$ cat config.mk
export PLATFORM = sky130hd
export DESIGN_NAME = mult_booth4_seq
export DESIGN_NICKNAME = d
export VERILOG_FILES = /design/src/rtl/mult_pkg.sv /design/src/rtl/booth4_enc.sv /design/src/rtl/mult_booth4_seq.sv
export SDC_FILE = /design/constraint.sdc
export NUM_CORES = 1
export LEC_CHECK = 0
export ABC_AREA = 1
export BUFFER_PORTS_ARGS = -buffer_cell sky130_fd_sc_hd__buf_2
export CAP_MARGIN = 20
export CORE_MARGIN = 4
export CORE_UTILIZATION = 40
export CTS_CLUSTER_DIAMETER = 100
export CTS_CLUSTER_SIZE = 20
export DETAILED_ROUTE_END_ITERATION = 8
export GPL_ROUTABILITY_DRIVEN = 0
export HOLD_SLACK_MARGIN = 0.1
export SYNTH_ARGS = -nofsm -noshare
export SYNTH_HDL_FRONTEND = slang
export SYNTH_HIERARCHICAL = 1
export SYNTH_SLANG_ARGS = --single-unit
$ cat constraint.sdc
create_clock -name clk -period 5.5 [get_ports clk]
set_input_delay 0 -clock clk [delete_from_list [all_inputs] [get_ports clk]]
set_output_delay 0 -clock clk [all_outputs]
set_load 0.05 [all_outputs]
$ cat src/rtl/mult_pkg.sv
// mult_pkg: shared FSM states and Booth digit encoding for the multiplier family
package mult_pkg;

   typedef enum logic [1:0] {S_IDLE, S_RUN, S_DONE} state_t;

   typedef struct packed {
      logic neg;
      logic two;
      logic zero;
   } booth_t;

endpackage

$ cat src/rtl/booth4_enc.sv
// booth4_enc: radix-4 Booth recoding of a 3-bit multiplier window into {neg,two,zero}
module booth4_enc
   import mult_pkg::*;
(
   input  logic [2:0] q_i,
   output booth_t     dig_o
);

   // 000/111 -> 0, 001/010 -> +X, 011 -> +2X, 100 -> -2X, 101/110 -> -X
   always_comb begin
      dig_o.neg  = q_i[2] & ~(q_i[1] & q_i[0]);
      dig_o.two  = (q_i == 3'b011) | (q_i == 3'b100);
      dig_o.zero = (q_i == 3'b000) | (q_i == 3'b111);
   end

endmodule

$ cat src/rtl/mult_booth4_seq.sv
// mult_booth4_seq: iterative radix-4 Booth multiplier with start/ready/done handshake
module mult_booth4_seq
   import mult_pkg::*;
#(
   parameter int WIDTH = 66
) (
   input  logic                 clk,
   input  logic                 rst,
   input  logic                 start,
   input  logic                 is_signed,
   input  logic [WIDTH-1:0]     x,
   input  logic [WIDTH-1:0]     y,
   output logic                 ready,
   output logic                 done,
   output logic [2*WIDTH-1:0]   result
);

   // two extra bits make unsigned operands positive in a signed datapath
   localparam int W2   = WIDTH + 2;
   localparam int ITER = WIDTH / 2 + 1;
   localparam int CW   = $clog2(ITER + 1);

   state_t             state_q, state_d;
   logic [W2:0]        acc_q, acc_d, q_q, q_d, xp_q, xp_d, xn_q, xn_d;
   logic [CW-1:0]      cnt_q, cnt_d;
   logic [2*WIDTH-1:0] res_q, res_d;
   booth_t             dig;
   logic [W2:0]        xe, pp, sum;
   logic [2*W2+1:0]    sh;
   logic               sx, sy;

   booth4_enc u_enc (
      .q_i   (q_q[2:0]),
      .dig_o (dig)
   );

   // operand capture, one Booth step per RUN cycle, and the IDLE/RUN/DONE sequencing
   always_comb begin
      sx      = is_signed & x[WIDTH-1];
      sy      = is_signed & y[WIDTH-1];
      xe      = {{3{sx}}, x};
      pp      = dig.zero ? '0 :
                dig.neg  ? (dig.two ? {xn_q[W2-1:0], 1'b0} : xn_q) :
                           (dig.two ? {xp_q[W2-1:0], 1'b0} : xp_q);
      sum     = acc_q + pp;
      sh      = $signed({sum, q_q}) >>> 2;
      state_d = state_q;
      acc_d   = acc_q;
      q_d     = q_q;
      xp_d    = xp_q;
      xn_d    = xn_q;
      cnt_d   = cnt_q;
      res_d   = res_q;
      if (state_q == S_IDLE && start) begin
         state_d = S_RUN;
         xp_d    = xe;
         xn_d    = -xe;
         acc_d   = '0;
         q_d     = {{2{sy}}, y, 1'b0};
         cnt_d   = '0;
      end else if (state_q == S_RUN) begin
         acc_d = sh[2*W2+1:W2+1];
         q_d   = sh[W2:0];
         cnt_d = cnt_q + CW'(1);
         if (cnt_q == CW'(ITER - 1)) begin
            state_d = S_DONE;
            res_d   = sh[2*WIDTH:1];
         end
      end else if (state_q == S_DONE) begin
         state_d = S_IDLE;
      end
   end

   // state register; reset clears the result and aborts any operation in flight
   always_ff @(posedge clk) begin
      if (rst) begin
         state_q <= S_IDLE;
         acc_q   <= '0;
         q_q     <= '0;
         xp_q    <= '0;
         xn_q    <= '0;
         cnt_q   <= '0;
         res_q   <= '0;
      end else begin
         state_q <= state_d;
         acc_q   <= acc_d;
         q_q     <= q_d;
         xp_q    <= xp_d;
         xn_q    <= xn_d;
         cnt_q   <= cnt_d;
         res_q   <= res_d;
      end
   end

   assign ready  = (state_q == S_IDLE);
   assign done   = (state_q == S_DONE);
   assign result = res_q;

endmodule

==> results of run 1 <==
worst paths after layout:
| path | end | slack (ns) | cells after the start |
|---|---|---|---|
| setup / recovery | acc_q[48]$_SDFFE_PP0P_ | 1.44 | 21 |
| hold reg to reg | result[131]$_SDFFE_PP0P_ | 0.45 | 2 |
| hold / removal | q_q[15]$_SDFFE_PP0P_ | 0.18 | 4 |
| setup reg to reg | acc_q[48]$_SDFFE_PP0P_ | 1.44 | 21 |
registers in the layout (all words and copies together) (netlist names):
name and count:
result 132, q_q 69, xn_q 68, acc_q 67, xp_q 67, cnt_q 6, state_q 2
synthesized netlist by cell type (all sizes together), types with 2 or more instances:
cell type / number / share of area [%]
nor4: 11 / 0.29
buf: 57 / 1.1
a21o: 2 / 0.062
o21bai: 6 / 0.19
clkinv: 3 / 0.047
o211ai: 11 / 0.34
nand3: 171 / 3.7
ha: 71 / 3.7
o21ai: 187 / 3.9
xnor2: 9 / 0.33
o22ai: 7 / 0.18
xor2: 41 / 1.5
nand4: 36 / 0.94
a31oi: 51 / 1.3
nand2: 1090 / 17
dfxtp: 411 / 34
o21a: 2 / 0.062
nor2: 624 / 10
nand3b: 11 / 0.34
a221oi: 18 / 0.66
o211a: 7 / 0.29
clkbuf: 106 / 1.7
nor3: 48 / 1.1
a211oi: 65 / 2.0
o221ai: 3 / 0.11
inv: 514 / 8.0
a22oi: 7 / 0.22
nor3b: 3 / 0.11
a21oi: 309 / 6.4
power by group:
part,leakage (nW),internal [mW],switching [mW]
Clock,0.421,1.00,1.18
Sequential,3.35,3.10,0.0831
Combinational,9.57,0.419,0.780
Total,13.3,4.52,2.04
worst min-delay path, cell delays in order:
cell           delay (ns)
dlygate4sd3_1        0.52
buf_2                0.10
a221oi_1             0.06
nor2_1               0.07
stage by stage:
| stage | utilization (%) | instances | instance area (um^2) |
|---|---|---|---|
| 6_report | 48.5 | 5019 | 28700 |
| 5_1_grt | 48.5 | 5019 | 28700 |
| 4_1_cts | 48.5 | 5017 | 28700 |
| 3_5_place_dp | 43.8 | 4789 | 26000 |
| 3_3_place_gp | 43.8 | 4789 | 26000 |
| 2_1_floorplan | - | 3886 | 24000 |
layout make-up:
type	count	area [um^2]	share of cell area, %
clock buffers	28	701	2.44
multi-input cells	2795	13300	46.2
well taps	773	967	3.37
repair buffers	481	3450	12.0
diodes	2	5.00	0.0174
flip-flops and latches	411	8230	28.6
clock inverters	12	159	0.553
inverters	517	1940	6.76
layer usage:
metal | share of wire [%] | track usage, % | up-vias
li1 | - | - | 13073
met1 | 47 | 38.9 | 11700
met2 | 43 | 40.5 | 919
met3 | 7.5 | 2.78 | 105
met4 | 2.2 | 5.44 | 0
met5 | 0 | 0 | -
cell families after synthesis:
group                      count (synthesis)  share of synthesized area (%)
adders and majority gates                 72                           3.78
buffers and inverters                    680                           10.8
xor gates and xnor gates                  50                           1.82
AOI/OAI and AO/OA                        677                           15.9
DFF                                      411                           34.2
and+or+nand+nor                         1996                           33.5
what timing repair did:
item                       4_1_cts  5_1_grt
hold endpoints to repair       213        0
hold buffers                   188        0
gates resized for setup          0        0
setup endpoints to repair        0        0
==> results.md, run 1 <==
Synthesis:
- The synthesized netlist net count is 4094.
- Yosys mapped a number of flops with a built-in enable equal to 0.
- Among all flip-flop cells after synthesis, the most frequent one is dfxtp_1.
- The flop and latch count out of synthesis is 411.
- In this run, distinct cell masters in the synthesized netlist total 47.
- The mapped netlist covers 0.0240 mm^2.
- The synthesized area per cell is 6.19 um^2.
- In the synthesized netlist the async set-or-reset flop fraction comes to 0%.
- In the synthesized netlist, the number of instances is 3886.
- The Yosys step of the flow raised 6 warnings.
- After synthesis, flip-flops and latches occupy 34.2% of the total area.

Setup path:
- The sort of element at the start of the critical path is a flop.
- The capturing element type of the critical path is a flop.
- Grouping stages by cell kind, the critical path spends the most delay in simple AND/OR/NAND/NOR gates.
- Data arrives at the worst endpoint at 4.56 ns.
- The data required time at the worst endpoint is 6.00 ns.
- The slowest cell on the critical path is inv_2.
- The critical path is of the flop to flop type.
- The cell repeated most along the worst path is nand2_1.
- In this run the worst path has a maximum fanout of 32.
- In this design, the stage delay of the slowest critical-path cell is 0.53 ns.
- The startpoint of the worst setup timing path is q_q[0]$_SDFFE_PP0P_.
- Together, buffers and inverters on the worst path number 5.
- The launch instance of the worst register-to-register path is q_q[0]$_SDFFE_PP0P_.
- The critical path goes through a21oi_4, inv_2, nor2_1, nor2_1, inv_1, a211oi_1, ha_1, nand2_1, inv_1, a21oi_1, o21ai_0, inv_1, nand2_1, nand2_1, nand2_1, nand2_1, nand2_1, nand2_1, nand3_1, nand2_1, inv_1.

Global routing:
- The initial antenna violation count is 3.
- The global router's overall resource usage is 26.0%.
- Global routing finished with a remaining overflow of 0.
- The wire length of the first global-routing pass is 133000 um.
- The via count of the first global-routing pass was 23377.
- The maximum number of pins on one net before global-route repair is 172.

Timing:
- In the final timing run, aggregate negative setup slack is 0 ns.
- The clock period could shrink to 4.06 ns.
- The final hold violation count is 0.
- The number of setup violations in the final report is 0.
- For the pin with the worst max-slew slack, the measured transition is 1.06 ns.
- The share of the clock period used by the worst path is 73.8%.
- Timing would allow up to 246 MHz.
- In this run the tightest slew margin relative to its limit is 29.4%.
- The final max-slew violation count came to 0.
- The worst hold slack is 0.183 ns.
- The final worst clock skew is 0.0178 ns.
- The smallest setup slack after layout is 1.44 ns.
- Setup repair after global routing left no endpoint under its margin.

Detailed routing:
- The DRC violation count after routing is 0.
- The routed wire length per instance is 17.3 um.
- The iteration-0 DRC count of the detailed router is 2491.
- The first-pass iteration count of the detailed router is 6.
- The detail route stage leaves a number of antenna-violating nets equal to 0.
- The total length of routed wires is 86800 um.
- The number of vias per cell is 5.14.
- For this block, the via count after detailed routing is 25797.

Die:
- The height of the die is 253 um.
- The region available for standard cell placement spans 0.0592 mm^2.
- Once the floorplan was initialized, standard cells occupied 40.6% of the core.
- The I/O pin count is 270.
- The die covers 0.0641 mm^2.
- The floorplan has 89 rows.
- Measured along the x axis, the die boundary spans 253 um.

Clock network:
- Clock latency on the worst-skew pair, taken at its later pin, is 0.60 ns.
- The TritonCTS buffer count is 28.
- The tree is rooted in a clkbuf_16.
- CTS built an H-tree with a depth of 1.
- The clock drives 411 sinks.
- The clock input transition at the sequential cells of the worst setup and hold paths is 0.09 ns.
- The maximum count of clock buffers along a single path is 3.
- The post-CTS setup repair buffer count is 0.
- TritonCTS built the clock tree.

Min path:
- The class of the tightest hold or removal check is input port to flop.
- The startpoint of the tightest hold check path is y[14].

Placed design:
- The count of input and output buffers is 269.
- Timing analysis after detailed placement gives a worst setup slack of 1.57 ns.
- The total half-perimeter wirelength after legalization and detailed placement is 64100 um.

Layout:
- The most common cell after layout, fill and taps aside is nand2_1.
- The number of fill cells in the layout is 6274.
- The fraction of final layout cells sized beyond drive strength 1 is 8.74%.
- The area growth from synthesis to layout is 19.4%.
- In the layout the commonest cells are nand2_1 (1088), nor2_1 (608), inv_1 (502), dfxtp_1 (411), a21oi_1 (308).
- At the end of the flow, the number of nets in the layout was 4442.

Outcome:
- The run finished with clean final reports.

Pwr:
- For this design the static power due to leakage is 13.3 nW.
- After layout, the design draws a total of 6.56 mW.
- For this design the ratio of total power to cell area is 229 mW/mm^2.
- The worst-case IR drop observed on VDD is 0.000216 V.

Job:
- The total of max-cap violations is 0.
Note: power is estimated with default switching activity, not from simulation.
==> inputs of run 2 (changes only) <==
==> constraint.sdc (replaced) <==
create_clock -name clk -period 3.37 [get_ports clk]
set_input_delay 0 -clock clk [delete_from_list [all_inputs] [get_ports clk]]
set_output_delay 0 -clock clk [all_outputs]
set_load 0.05 [all_outputs]
==> run 2 against run 1 <==
The flow now finishes with violations (setup timing). Setup slack lost 1.5 ns. Clock skew grew 0.0090 ns. Count of clock-buffer cells in the layout is the same. First-iteration DRC count grew 7.2%. Sequential share of layout area shrank 4.5 points. Sequential cell count is the same. Maximum frequency grew 20%. Routed wire length grew 8.3%. Critical path type unchanged. Highest routed layer unchanged.
==> results.md, run 2 (synthesized netlist as in run 1, its figures left out) <==
Outcome:
- Run status: finished, violations left (was finished clean).
- The final reports fail on setup timing.

Detailed routing:
- The total vias in the final route is 27787 (was 25797).
- The first-pass iteration count of the detailed router is 6 (unchanged).
- The routed wire length per instance came to 17.7 um (was 17.3 um).
- The DRC violation count after routing was 0 (unchanged).
- The iteration-0 DRC count of the detailed router is 2670 (was 2491).
- The remaining antenna violation count is 0 (unchanged).
- The total length of routed wires came to 94000 um (was 86800 um).
- The number of vias per cell was 5.22 (was 5.14).

Die:
- The initial core utilization came to 40.6% (unchanged).
- The area of the placeable core is 0.0592 mm^2 (unchanged).
- The I/O pin count is 270 (unchanged).
- The height of the die is 253 um (unchanged).
- The die width came to 253 um (unchanged).
- The row count is 89 (unchanged).
- The area of the die is 0.0641 mm^2 (unchanged).

Layout:
- The net count of the finished layout is 4751 (was 4442).
- The flip-flop count of the largest register after layout is 132 (unchanged).
- The area growth from synthesis to layout is 41.8% (was 19.4%).
- The share of the core filled with cells in the final layout came to 57.6% (was 48.5%).
- The number of diodes added for antenna fixing is 0 (was 2).
- The area of all placed cells without fillers was 0.0341 mm^2 (was 0.0287 mm^2).
- The count of placed standard cells in the final layout, fillers left out was 5323 (was 5019).
- Commonest cells after routing, fill and taps aside: nand2_1 (912), nor2_1 (504), inv_1 (455), dfxtp_1 (408), buf_4 (293) (was nand2_1 (1088), nor2_1 (608), inv_1 (502), dfxtp_1 (411), a21oi_1 (308)).
- The fraction of final layout cells sized beyond drive strength 1 is 27.9% (was 8.74%).
- The most common cell after layout, fill and taps aside is nand2_1 (unchanged).

Placed design:
- The post-placement cell count is 5054 (was 4789).
- The count of input and output buffers is 269 (unchanged).
- The area after detailed placement is 0.0281 mm^2 (was 0.0260 mm^2).
- The total half-perimeter wirelength after legalization and detailed placement is 66500 um (was 64100 um).

Clock network:
- The cell at the root of the clock tree is clkbuf_16 (unchanged).
- The TritonCTS clock tree is done (unchanged).
- The clock input transition at the sequential cells of the worst setup and hold paths is 0.09 ns (about the same).
- The maximum level of the CTS H-tree came to 1 (unchanged).
- The number of sinks driven by the clock tree is 411 (unchanged).
- The insertion delay of the later-clocked pin in the worst-skew pair was 0.61 ns (was 0.60 ns).
- The TritonCTS buffer count is 26 (was 28).
- The maximum count of clock buffers along a single path is 3 (unchanged).

Timing:
- The tightest slew margin relative to the limit is 37.1% (was 29.4%).
- The maximum achievable frequency is 296 MHz (was 246 MHz).
- Unrepaired setup endpoints after global routing: true (was false).
- The shortest period the worst path allows is 3.38 ns (was 4.06 ns).
- The worst hold slack is 0.179 ns (was 0.183 ns).
- The share of the clock period used by the worst path is 100% (was 73.8%).
- The transition time of the tightest slew-check pin came to 0.941 ns (was 1.06 ns).
- The final max-slew violation count is 0 (unchanged).
- The number of setup violations in the final report is 1 (was 0).
- The final worst clock skew is 0.0267 ns (was 0.0178 ns).
- The smallest setup slack after layout is -0.0125 ns (was 1.44 ns).
- The final hold violation count is 0 (unchanged).
- The total negative setup slack is -0.0125 ns (was 0 ns).

Setup path:
- The arrival time of data at the critical path endpoint was 3.87 ns (was 4.56 ns).
- The worst setup path category is flop to flop (unchanged).
- The sort of element at the start of the critical path was a flop (unchanged).
- The data required time at the worst endpoint is 3.86 ns (was 6.00 ns).
- The capturing element type of the critical path is a flop (unchanged).
- The biggest fanout along the worst timing path is 8 (was 32).

Min path:
- The class of the tightest hold or removal check was input port to flop (unchanged).

Global routing:
- The maximum number of pins on one net before global-route repair was 161 (was 172).
- The via count of the first global-routing pass came to 24551 (was 23377).
- The total grt overflow is 0 (unchanged).
- The wire length of the first global-routing pass is 138000 um (was 133000 um).
- The initial antenna violation count is 1 (was 3).
- The global router's overall resource usage was 27.0% (was 26.0%).

Job:
- The total of max-cap violations is 0 (unchanged).

Pwr:
- The leakage power figure is 15.6 nW (was 13.3 nW).
- The total power per unit cell area was 330 mW/mm^2 (was 229 mW/mm^2).
- The highest ir drop seen on vdd is 0.000406 V (was 0.000216 V).
-- run 2: cell count changes in the layout (fill, tap and decap cells not counted), sizes merged --
cell         previous run  this run
dlygate4sd3           188       192
bufinv                  1         0
buf                   292       593
clkbuf                 29        35
diode                   2         0
inv                   517       516
clkinv                 11         8
-- run 2: per-layer routing --
metal / wire, um / global-route usage [%] / vias to the layer above
met1: 42200 / 39.5 / 12883
met5: 0 / 0 / -
li1: - / - / 13712
met3: 7270 / 3.41 / 130
met2: 42200 / 42.5 / 1062
met4: 2370 / 6.02 / 0
-- run 2: final timing paths --
| check | from | end | slack [ns] | cells past startpoint |
|---|---|---|---|---|
| max reg2reg | q_q[1]$_SDFFE_PP0P_ | acc_q[65]$_SDFFE_PP0P_ | -0.01 | 22 |
| max | q_q[1]$_SDFFE_PP0P_ | acc_q[65]$_SDFFE_PP0P_ | -0.01 | 22 |
| min reg2reg | result[131]$_SDFFE_PP0P_ | result[131]$_SDFFE_PP0P_ | 0.45 | 2 |
| min | y[47] | q_q[48]$_SDFFE_PP0P_ | 0.18 | 4 |
-- run 2: area by class of cell --
type | count | area [um^2]
well taps | 773 | 967
fillers | 5685 | 25100
flip-flops and latches | 411 | 8240
clock inverters | 7 | 75.1
repair buffers | 792 | 6160
clock buffers | 28 | 678
multi-input cells | 2795 | 16000
inverters | 517 | 1950
-- run 2: repair_timing --
action                     4_1_cts  5_1_grt
hold buffers                   192        0
buffers inserted                 5       31
hold endpoints to repair       223        0
resized for setup              128      666
pin swaps                       20      173
setup endpoints to repair       92      116
cloned                           1        7
-- run 2: worst max-delay path, cell delays in order (launching register included) --
cell	delay, ns
dfxtp_4	0.38
a21oi_4	0.17
buf_12	0.17
inv_4	0.07
buf_12	0.15
buf_4	0.15
nor2_1	0.09
nor2_1	0.07
o21ai_0	0.24
a21oi_2	0.07
ha_2	0.40
buf_6	0.12
nand2_2	0.08
nor2_2	0.11
inv_1	0.09
nor2_2	0.12
inv_2	0.10
nor4_4	0.28
nand2_2	0.09
nand3_1	0.07
nand2_1	0.05
nor2_1	0.13
nor2_1	0.04
-- run 2: stage by stage --
stage | setup WS (ns) | total power, mW
detailed placement | -0.231 | 7.37
global placement | -0.211 | 7.35
floorplan | 0.177 | 6.46
CTS | -0.0152 | 10.9
global route | -0.170 | 11.7
finish | -0.0125 | 11.2
-- run 2: where the power goes --
| group | total, mW | internal, mW | switching [mW] | leakage [nW] |
|---|---|---|---|---|
| registers | 5.21 | 5.06 | 0.152 | 3.35 |
| logic | 2.71 | 1.14 | 1.56 | 11.8 |
| clock network | 3.32 | 1.47 | 1.86 | 0.372 |
| total | 11.2 | 7.67 | 3.58 | 15.6 |
